==> src/rtl/softmax_max_norm_pkg.sv <==
// rtl/softmax_max_norm_pkg.sv - shared types, defaults and saturating subtract for the max-norm stage
//
// Purpose : mode/state enums, default geometry, flat-index width helper and a
//           width-generic saturating subtract used by the NORM datapath.
// Ports   : none (package)
package softmax_pkg;

   typedef enum logic [1:0] {
      NORM     = 2'd0,
      MAX_ONLY = 2'd1,
      BYPASS   = 2'd2,
      RSVD     = 2'd3
   } mode_e;

   typedef enum logic [1:0] {
      IDLE = 2'd0,
      LOAD = 2'd1,
      EMIT = 2'd2,
      DONE = 2'd3
   } state_e;

   localparam int DEF_LANES     = 4;
   localparam int DEF_ELEM_W    = 16;
   localparam int DEF_MAX_BEATS = 32;

   // Widest element the saturating subtract supports; callers sign-extend into it.
   localparam int SAT_MAX_W = 32;

   // Width of the flat element index beat*LANES+lane.
   function automatic int idx_w(input int beats, input int lanes);
      return $clog2(beats * lanes);
   endfunction

   // a - b computed one bit wider than the operands, then clamped to the
   // signed range of a w-bit element. Result is returned sign-extended.
   function automatic logic signed [SAT_MAX_W-1:0] sat_sub(
      input logic signed [SAT_MAX_W-1:0] a,
      input logic signed [SAT_MAX_W-1:0] b,
      input int                          w
   );
      logic signed [SAT_MAX_W:0] d;
      logic signed [SAT_MAX_W:0] hi;
      logic signed [SAT_MAX_W:0] lo;
      d  = {a[SAT_MAX_W-1], a} - {b[SAT_MAX_W-1], b};
      hi = ((SAT_MAX_W+1)'(1) << (w - 1)) - (SAT_MAX_W+1)'(1);
      lo = ~hi;
      if (d > hi) begin
         return hi[SAT_MAX_W-1:0];
      end else if (d < lo) begin
         return lo[SAT_MAX_W-1:0];
      end else begin
         return d[SAT_MAX_W-1:0];
      end
   endfunction

endpackage

==> src/rtl/softmax_max_norm_if.sv <==
// rtl/softmax_max_norm_if.sv - input/output beat streams of the max-norm stage
//
// Purpose : bundles the input beat stream and the output beat stream.
// Signals : in_valid_i/in_ready_o/in_data_i    input beat handshake
//           out_valid_o/out_ready_i/out_data_o/out_last_o  output beat handshake
// Modports: slave  - the max-norm stage
//           master - the environment feeding and draining it
interface softmax_max_norm_if #(
   parameter int DATA_W = 64
) ();
   logic              in_valid_i;
   logic              in_ready_o;
   logic [DATA_W-1:0] in_data_i;
   logic              out_valid_o;
   logic              out_ready_i;
   logic [DATA_W-1:0] out_data_o;
   logic              out_last_o;

   modport slave (
      input  in_valid_i, in_data_i, out_ready_i,
      output in_ready_o, out_valid_o, out_data_o, out_last_o
   );

   modport master (
      output in_valid_i, in_data_i, out_ready_i,
      input  in_ready_o, out_valid_o, out_data_o, out_last_o
   );
endinterface

==> src/rtl/softmax_max_norm_lane_argmax_tree.sv <==
// rtl/softmax_max_norm_lane_argmax_tree.sv - combinational per-beat running max/argmax update
//
// Purpose : folds one beat of LANES signed elements into the running max/index.
// Ports   : i_data  beat data, lane k in [k*ELEM_W +: ELEM_W]
//           i_beat  beat number of i_data within the row
//           i_max/i_idx  incoming running max and its flat index
//           o_max/o_idx  updated running max and flat index
module lane_argmax_tree
   import softmax_pkg::*;
#(
   parameter int LANES     = DEF_LANES,
   parameter int ELEM_W    = DEF_ELEM_W,
   parameter int MAX_BEATS = DEF_MAX_BEATS,
   parameter int IDX_W     = idx_w(MAX_BEATS, LANES),
   parameter int BEAT_W    = $clog2(MAX_BEATS)
) (
   input  logic        [LANES*ELEM_W-1:0] i_data,
   input  logic        [BEAT_W-1:0]       i_beat,
   input  logic signed [ELEM_W-1:0]       i_max,
   input  logic        [IDX_W-1:0]        i_idx,
   output logic signed [ELEM_W-1:0]       o_max,
   output logic        [IDX_W-1:0]        o_idx
);

   // Lanes are scanned in increasing index order and only a strictly greater
   // value replaces the current best, so the lowest flat index wins ties.
   always_comb begin
      o_max = i_max;
      o_idx = i_idx;
      for (int k = 0; k < LANES; k++) begin
         if ($signed(i_data[k*ELEM_W +: ELEM_W]) > o_max) begin
            o_max = i_data[k*ELEM_W +: ELEM_W];
            o_idx = IDX_W'(i_beat) * IDX_W'(LANES) + IDX_W'(k);
         end
      end
   end

endmodule

==> src/rtl/softmax_max_norm.sv <==
// rtl/softmax_max_norm.sv - buffered row max-seek and x-max replay for quantised softmax
//
// Purpose : loads one row into a local buffer while tracking max/argmax, then
//           replays it as sat(x - max) (NORM), unmodified (BYPASS) or not at
//           all (MAX_ONLY / reserved).
// Ports   : clk_i, rst_i (sync, active-high)
//           start_i, cfg_beats_i, cfg_mode_i  row start and config, latched in IDLE
//           busy_o (LOAD/EMIT), done_o (one-cycle pulse)
//           bus   input and output beat streams (slave side)
//           max_o, max_idx_o  row maximum and its flat index
module softmax_max_norm
   import softmax_pkg::*;
#(
   parameter int LANES     = DEF_LANES,
   parameter int ELEM_W    = DEF_ELEM_W,
   parameter int MAX_BEATS = DEF_MAX_BEATS,
   parameter int DATA_W    = LANES * ELEM_W
) (
   input  logic                                clk_i,
   input  logic                                rst_i,
   input  logic                                start_i,
   input  logic [$clog2(MAX_BEATS):0]          cfg_beats_i,
   input  logic [1:0]                          cfg_mode_i,
   output logic                                busy_o,
   output logic                                done_o,
   softmax_max_norm_if.slave                   bus,
   output logic signed [ELEM_W-1:0]            max_o,
   output logic [idx_w(MAX_BEATS, LANES)-1:0]  max_idx_o
);

   localparam int                BEAT_W    = $clog2(MAX_BEATS);
   localparam int                IDX_W     = idx_w(MAX_BEATS, LANES);
   localparam logic [ELEM_W-1:0] MOST_NEG  = {1'b1, {(ELEM_W-1){1'b0}}};
   localparam logic [BEAT_W:0]   BEATS_MAX = (BEAT_W+1)'(MAX_BEATS);
   localparam logic [BEAT_W:0]   ONE       = (BEAT_W+1)'(1);

   state_e                     r_state;
   state_e                     w_next;
   mode_e                      r_mode;
   logic [BEAT_W:0]            r_beats;
   logic [BEAT_W:0]            r_wr_cnt;
   logic [BEAT_W:0]            r_rd_cnt;
   logic [DATA_W-1:0]          r_buf [MAX_BEATS];
   logic signed [ELEM_W-1:0]   r_max;
   logic [IDX_W-1:0]           r_idx;
   logic                       r_out_valid;
   logic                       r_out_last;
   logic [DATA_W-1:0]          r_out_data;

   logic                       w_in_fire;
   logic                       w_in_last;
   logic                       w_out_fire;
   logic                       w_out_load;
   logic                       w_start;
   logic [BEAT_W:0]            w_cfg_beats;
   logic [DATA_W-1:0]          w_rd_data;
   logic [DATA_W-1:0]          w_norm_data;
   logic signed [ELEM_W-1:0]   w_tree_max;
   logic [IDX_W-1:0]           w_tree_idx;
   logic                       w_in_ready;
   logic                       w_busy;
   logic                       w_done;

   assign w_start     = (r_state == IDLE) && start_i;
   assign w_cfg_beats = (cfg_beats_i > BEATS_MAX) ? BEATS_MAX : cfg_beats_i;
   assign w_in_fire   = (r_state == LOAD) && bus.in_valid_i;
   assign w_in_last   = w_in_fire && ((r_wr_cnt + ONE) == r_beats);
   assign w_out_fire  = r_out_valid && bus.out_ready_i;
   // Refill the output register whenever it is empty or being drained,
   // as long as buffered beats remain.
   assign w_out_load  = (r_state == EMIT) && (r_rd_cnt != r_beats) &&
                        (!r_out_valid || bus.out_ready_i);
   assign w_rd_data   = r_buf[r_rd_cnt[BEAT_W-1:0]];

   lane_argmax_tree #(
      .LANES     (LANES),
      .ELEM_W    (ELEM_W),
      .MAX_BEATS (MAX_BEATS),
      .IDX_W     (IDX_W),
      .BEAT_W    (BEAT_W)
   ) u_argmax (
      .i_data (bus.in_data_i),
      .i_beat (r_wr_cnt[BEAT_W-1:0]),
      .i_max  (r_max),
      .i_idx  (r_idx),
      .o_max  (w_tree_max),
      .o_idx  (w_tree_idx)
   );

   always_comb begin
      w_norm_data = '0;
      for (int k = 0; k < LANES; k++) begin
         w_norm_data[k*ELEM_W +: ELEM_W] = ELEM_W'(sat_sub(
            {{(SAT_MAX_W-ELEM_W){w_rd_data[k*ELEM_W+ELEM_W-1]}}, w_rd_data[k*ELEM_W +: ELEM_W]},
            {{(SAT_MAX_W-ELEM_W){r_max[ELEM_W-1]}}, r_max},
            ELEM_W));
      end
   end

   always_ff @(posedge clk_i) begin
      if (rst_i) begin
         r_state <= IDLE;
      end else begin
         r_state <= w_next;
      end
   end

   always_comb begin
      w_next     = r_state;
      w_in_ready = 1'b0;
      w_busy     = 1'b0;
      w_done     = 1'b0;
      case (r_state)
         IDLE: begin
            if (start_i) begin
               w_next = (w_cfg_beats == '0) ? DONE : LOAD;
            end
         end
         LOAD: begin
            w_in_ready = 1'b1;
            w_busy     = 1'b1;
            if (w_in_last) begin
               w_next = (r_mode == NORM || r_mode == BYPASS) ? EMIT : DONE;
            end
         end
         EMIT: begin
            w_busy = 1'b1;
            if (w_out_fire && r_out_last) begin
               w_next = DONE;
            end
         end
         DONE: begin
            w_done = 1'b1;
            w_next = IDLE;
         end
         default: w_next = IDLE;
      endcase
   end

   always_ff @(posedge clk_i) begin
      if (rst_i) begin
         r_mode      <= NORM;
         r_beats     <= '0;
         r_wr_cnt    <= '0;
         r_rd_cnt    <= '0;
         r_max       <= '0;
         r_idx       <= '0;
         r_out_valid <= 1'b0;
         r_out_last  <= 1'b0;
         r_out_data  <= '0;
      end else begin
         if (w_start) begin
            r_beats  <= w_cfg_beats;
            r_mode   <= mode_e'(cfg_mode_i);
            r_wr_cnt <= '0;
            r_rd_cnt <= '0;
            r_max    <= MOST_NEG;
            r_idx    <= '0;
         end
         if (w_in_fire) begin
            r_wr_cnt <= r_wr_cnt + ONE;
            r_max    <= w_tree_max;
            r_idx    <= w_tree_idx;
         end
         if (w_out_load) begin
            r_out_valid <= 1'b1;
            r_out_data  <= (r_mode == NORM) ? w_norm_data : w_rd_data;
            r_out_last  <= ((r_rd_cnt + ONE) == r_beats);
            r_rd_cnt    <= r_rd_cnt + ONE;
         end else if (w_out_fire) begin
            r_out_valid <= 1'b0;
            r_out_last  <= 1'b0;
         end
      end
   end

   // Row buffer carries no reset; it is always fully rewritten before replay.
   always_ff @(posedge clk_i) begin
      if (w_in_fire) begin
         r_buf[r_wr_cnt[BEAT_W-1:0]] <= bus.in_data_i;
      end
   end

   assign bus.in_ready_o  = w_in_ready;
   assign bus.out_valid_o = r_out_valid;
   assign bus.out_data_o  = r_out_data;
   assign bus.out_last_o  = r_out_last;
   assign busy_o          = w_busy;
   assign done_o          = w_done;
   assign max_o           = r_max;
   assign max_idx_o       = r_idx;

endmodule

==> src/flat_wrapper.sv <==
// flat-port wrapper written by rule: the top's interface ports become plain ports
module softmax_max_norm_flat import softmax_pkg::*;
#(
   parameter int LANES     = DEF_LANES,
   parameter int ELEM_W    = DEF_ELEM_W,
   parameter int MAX_BEATS = DEF_MAX_BEATS,
   parameter int DATA_W    = LANES * ELEM_W
)
  (clk_i, rst_i, start_i, cfg_beats_i, cfg_mode_i, busy_o, done_o, max_o, max_idx_o, bus_in_valid_i, bus_in_data_i, bus_out_ready_i, bus_in_ready_o, bus_out_valid_o, bus_out_data_o, bus_out_last_o);
  softmax_max_norm_if #(.DATA_W(DATA_W)) bus_i ();
  input  logic clk_i;
  input  logic rst_i;
  input  logic start_i;
  input  logic [$clog2(MAX_BEATS):0] cfg_beats_i;
  input  logic [1:0] cfg_mode_i;
  output logic busy_o;
  output logic done_o;
  output logic signed [ELEM_W-1:0] max_o;
  output logic [idx_w(MAX_BEATS, LANES)-1:0] max_idx_o;
  input wire logic [$bits(bus_i.in_valid_i)-1:0] bus_in_valid_i;
  input wire logic [$bits(bus_i.in_data_i)-1:0] bus_in_data_i;
  input wire logic [$bits(bus_i.out_ready_i)-1:0] bus_out_ready_i;
  output wire logic [$bits(bus_i.in_ready_o)-1:0] bus_in_ready_o;
  output wire logic [$bits(bus_i.out_valid_o)-1:0] bus_out_valid_o;
  output wire logic [$bits(bus_i.out_data_o)-1:0] bus_out_data_o;
  output wire logic [$bits(bus_i.out_last_o)-1:0] bus_out_last_o;
  assign bus_i.in_valid_i = bus_in_valid_i;
  assign bus_i.in_data_i = bus_in_data_i;
  assign bus_i.out_ready_i = bus_out_ready_i;
  assign bus_in_ready_o = bus_i.in_ready_o;
  assign bus_out_valid_o = bus_i.out_valid_o;
  assign bus_out_data_o = bus_i.out_data_o;
  assign bus_out_last_o = bus_i.out_last_o;
  softmax_max_norm #(.LANES(LANES), .ELEM_W(ELEM_W), .MAX_BEATS(MAX_BEATS), .DATA_W(DATA_W)) u_core (.clk_i(clk_i), .rst_i(rst_i), .start_i(start_i), .cfg_beats_i(cfg_beats_i), .cfg_mode_i(cfg_mode_i), .busy_o(busy_o), .done_o(done_o), .bus(bus_i), .max_o(max_o), .max_idx_o(max_idx_o));
endmodule
==> config.mk <==
export PLATFORM = sky130hd
export DESIGN_NAME = softmax_max_norm_flat
export DESIGN_NICKNAME = d
export VERILOG_FILES = /design/src/rtl/softmax_max_norm_pkg.sv /design/src/rtl/softmax_max_norm_if.sv /design/src/rtl/softmax_max_norm_lane_argmax_tree.sv /design/src/rtl/softmax_max_norm.sv /design/src/flat_wrapper.sv
export SDC_FILE = /design/constraint.sdc
export NUM_CORES = 2
export LEC_CHECK = 0
export BUFFER_PORTS_ARGS = -buffer_cell sky130_fd_sc_hd__clkbuf_2
export CAP_MARGIN = 20
export CORE_MARGIN = 2
export CORE_UTILIZATION = 50
export DETAILED_ROUTE_END_ITERATION = 12
export PLACE_DENSITY = 0.66
export SYNTH_ARGS = -nofsm -noshare
export SYNTH_HDL_FRONTEND = slang
export SYNTH_SLANG_ARGS = --single-unit
==> constraint.sdc <==
create_clock -name clk_i -period 14.7 [get_ports clk_i]
set_input_delay 3.675 -clock clk_i [delete_from_list [all_inputs] [get_ports clk_i]]
set_output_delay 3.675 -clock clk_i [all_outputs]
set_load 0.05 [all_outputs]
==> results.toml <==
[sta]
tns_ps = 0
grt_setup_unrepaired = "no"
slew_headroom_pct = 24.06
fin_ws_ps = 1319
max_clock_freq_mhz = 74.74
final-setup-viol-count = 0
finalCritPeriodShare_pct = 91.02
fin_skew_ps = 32.00
tightest_slew_ps = 1132
drv_slew = 0
hold_slack_ps = 458.5
hold_violations = 0
min_period_ps = 13380

[routing]
dr_total_vias = 45690
ant_nets = 0
via_per_inst = 6.403
drt_iter0_drc = 5757
dr.pass1.iters = 6
routed_wirelength_um = 243700
drc_errors = 0
wl_per_cell_um = 34.15

[synthesis]
syn-num-nets = 4508
synthAdderAreaFrac_pct = 2.055
synth-xor-area-share_pct = 0.6292
synth_cells = 4291
synth_flop_cell = "edfxtp_1"
syn_area_mm2 = 0.08769
async_flop_share_pct = 0
ys_seq_area_share_pct = 72.78
avgSynthCellArea_um2 = 20.44
ys_types = 79
yosysWarnings = 0
synth_mux_area_share_pct = 17.39
synth_seq_cells = 2164
synth-compound-area-share_pct = 3.824
synth_edf_count = 2048
synth-simple-area-share_pct = 2.156
synth_top_family_by_area = "multiplexers"

[finish]
syn_to_final_growth_pct = 13.20
layout.nets = 4844
drive_above_1_share_pct = 29.33

[worst_hold_path]
hp-class = "reg -> reg"

[critical_path]
cp-start-kind = "input pin"
slowest_stage = "mux2i_4"
cp.required_ps = 15440
endpoint_kind = "register"
cpPeakStageDelay_ps = 940
worstPathArrival_ps = 14120
crit_type = "in -> reg"
critPathMaxFanout = 31

[run_status]
outcome = "finished, final reports clean"

[placement]
place.gp.congestion = 0.9633
portBuffers = 168
place_ws_ps = 736.7
dp_hpwl_um = 140700

[clock_tree]
clock-sinks = 2164
ctsResizeCount = 0
clk_pin_slew_ps = 60
cts_setup_buffers = 0
numCtsBuffers = 213
hold_buffers = 0
clock_latency_ps = 860
clockBufferDepth = 3
root_buffer = "clkbuf_16"
htree_num_levels = 4
cts_tree = "yes"

[grt]
grt_start_max_net_pins = 127
grt.overflow.total = 0
antenna_found_initial = 7
grt_pass1_wl_um = 341900
grt_use_total_pct = 27.31
grt_pass1_vias = 45490

[pwr]
power_density_mw_per_mm2 = 153.2
fin_total_pwr_mw = 15.20
p_leak_nw = 30.80
peakVddDrop_uv = 140.8

[floorplan]
num_io_pins = 169
core-area_mm2 = 0.1740
start_util_pct = 50.40
die_area_mm2 = 0.1788
die_h_um = 422.8
fp-row-count = 153
dieWidth_um = 422.8

[job]
max_cap_violations = 0
## stage by stage
step	instance area [µm²]	util, %	std cells
finish	99270	57.05	7136
detailed placement	92210	52.99	6736
floorplan	87690	-	4291
global route	99270	57.05	7136
global placement	92210	52.99	6736
CTS	99240	57.03	7134
## cell type report
cell class / count / area, µm²
Inverter: 58 / 217.7
Antenna cell: 1 / 2.502
Fill cell: 12810 / 74750
Timing Repair Buffer: 334 / 2145
Clock inverter: 125 / 1434
Sequential cell: 2164 / 63840
Clock buffer: 273 / 5595
Multi-Input combinational cell: 1856 / 23120
Tap cell: 2325 / 2909
## worst max-delay path, delay by kind of cell
kind / cells / cell delay, ps
mux: 1 / 940
compound gates: 21 / 4400
fa+ha+maj: 4 / 1320
simple gates: 11 / 2480
buf+inv: 4 / 1220
## metal layers
layer  GRT usage [%]  wire [µm]
met2           44.87     120900
met1           36.39      92450
met4           12.50      12140
met3           4.066      18160
met5               0         13
## cells by family (layout without fill, tap and decap cells)
family,Yosys count,count (layout)
DFF,2164,2164
muxes,714,714
AOI/OAI and AO/OA,522,522
and+or+nand+nor,415,415
buffers and inverters,271,790
adders and majority gates,142,142
xor gates and xnor gates,63,63
other,0,1
## final timing paths
path	startpoint	to	slack, ps	cells after the start
hold / removal	u_core.bus.out_data_o[63]	u_core.bus.out_data_o[63]	460	2
setup / recovery	bus_in_data_i[1]	u_core.max_o[9]	1320	41
setup reg to reg	u_core.max_o[14]	u_core.max_o[9]	3520	41
hold reg to reg	u_core.bus.out_data_o[63]	u_core.bus.out_data_o[63]	460	2
## synthesized netlist by cell type, types with 6 or more instances
master    number  area, µm²
ha_1         136       1702
nor3_1        29      145.1
o21ai_0      115      575.6
nand4_1       14      87.58
o22ai_1        7      43.79
o21bai_1       7      52.55
dfxtp_1      116       2322
o21a_1        31      232.7
nand3_1       23      115.1
inv_1         58      217.7
a211oi_1      11      82.58
a21boi_0      12      90.09
mux4_2       640      14410
a32oi_1       15      131.4
xnor2_1       43      376.6
o21ai_1       19      95.09
o31ai_1       22      165.2
a21oi_1      153      765.7
nand2_1      140      525.5
xor2_1        20      175.2
a32o_1         8      80.08
nand3b_1       8      60.06
and2_1         6      37.54
a22oi_1        7      52.55
buf_1         57      214.0
nor2_1       128      480.5
clkbuf_1     153      574.3
nand2b_1      13      81.33
o211ai_1      29      217.7
or3_1          6      37.54
a21o_1        22      165.2
or2_2          8      50.05
a31oi_1       12      75.07
edfxtp_1    2048      61500
and3_1         9      56.30
mux2i_1        8      80.08
mux2_2        64      720.7
nor2b_1       19      118.9
## report_power, final
group | total [mW] | internal, mW | leakage [nW] | switching (mW)
registers | 6.95 | 6.83 | 19.4 | 0.121
clock network | 5.45 | 3.11 | 3.38 | 2.34
logic | 2.80 | 1.06 | 8.06 | 1.74
total | 15.2 | 11.0 | 30.8 | 4.21
## state kept, by name, summed over array words and instances, names as in the netlist, named ones only
register and cells:
u_core.r_wr_cnt 6, u_core.bus.out_valid_o 1, u_core.r_mode 2, u_core.r_buf 2048
u_core.r_state 2, u_core.max_o 16, u_core.r_beats 6, u_core.r_rd_cnt 6
u_core.bus.out_last_o 1, u_core.bus.out_data_o 64, u_core.max_idx_o 7
## layout by cell type (no fill, tap or decap), drive strengths merged, types with 11 or more instances in the layout
cell type	Yosys	routed
inv	58	65
a21boi	12	12
bufinv	0	23
nor3	30	30
nand2	140	140
buf	60	166
nor2b	19	19
nand2b	13	13
nor2	129	129
dfxtp	116	116
o31ai	25	25
a21oi	154	154
o21a	31	31
a211oi	11	11
clkinv	0	86
clkbuf	153	441
nand3	23	23
edfxtp	2048	2048
a31oi	12	12
o211ai	29	29
mux2	65	65
mux4	640	640
ha	136	136
xnor2	43	43
nand4	14	14
o21ai	134	134
a32oi	15	15
a21o	22	22
xor2	20	20
(Power assumes the default switching activity.)
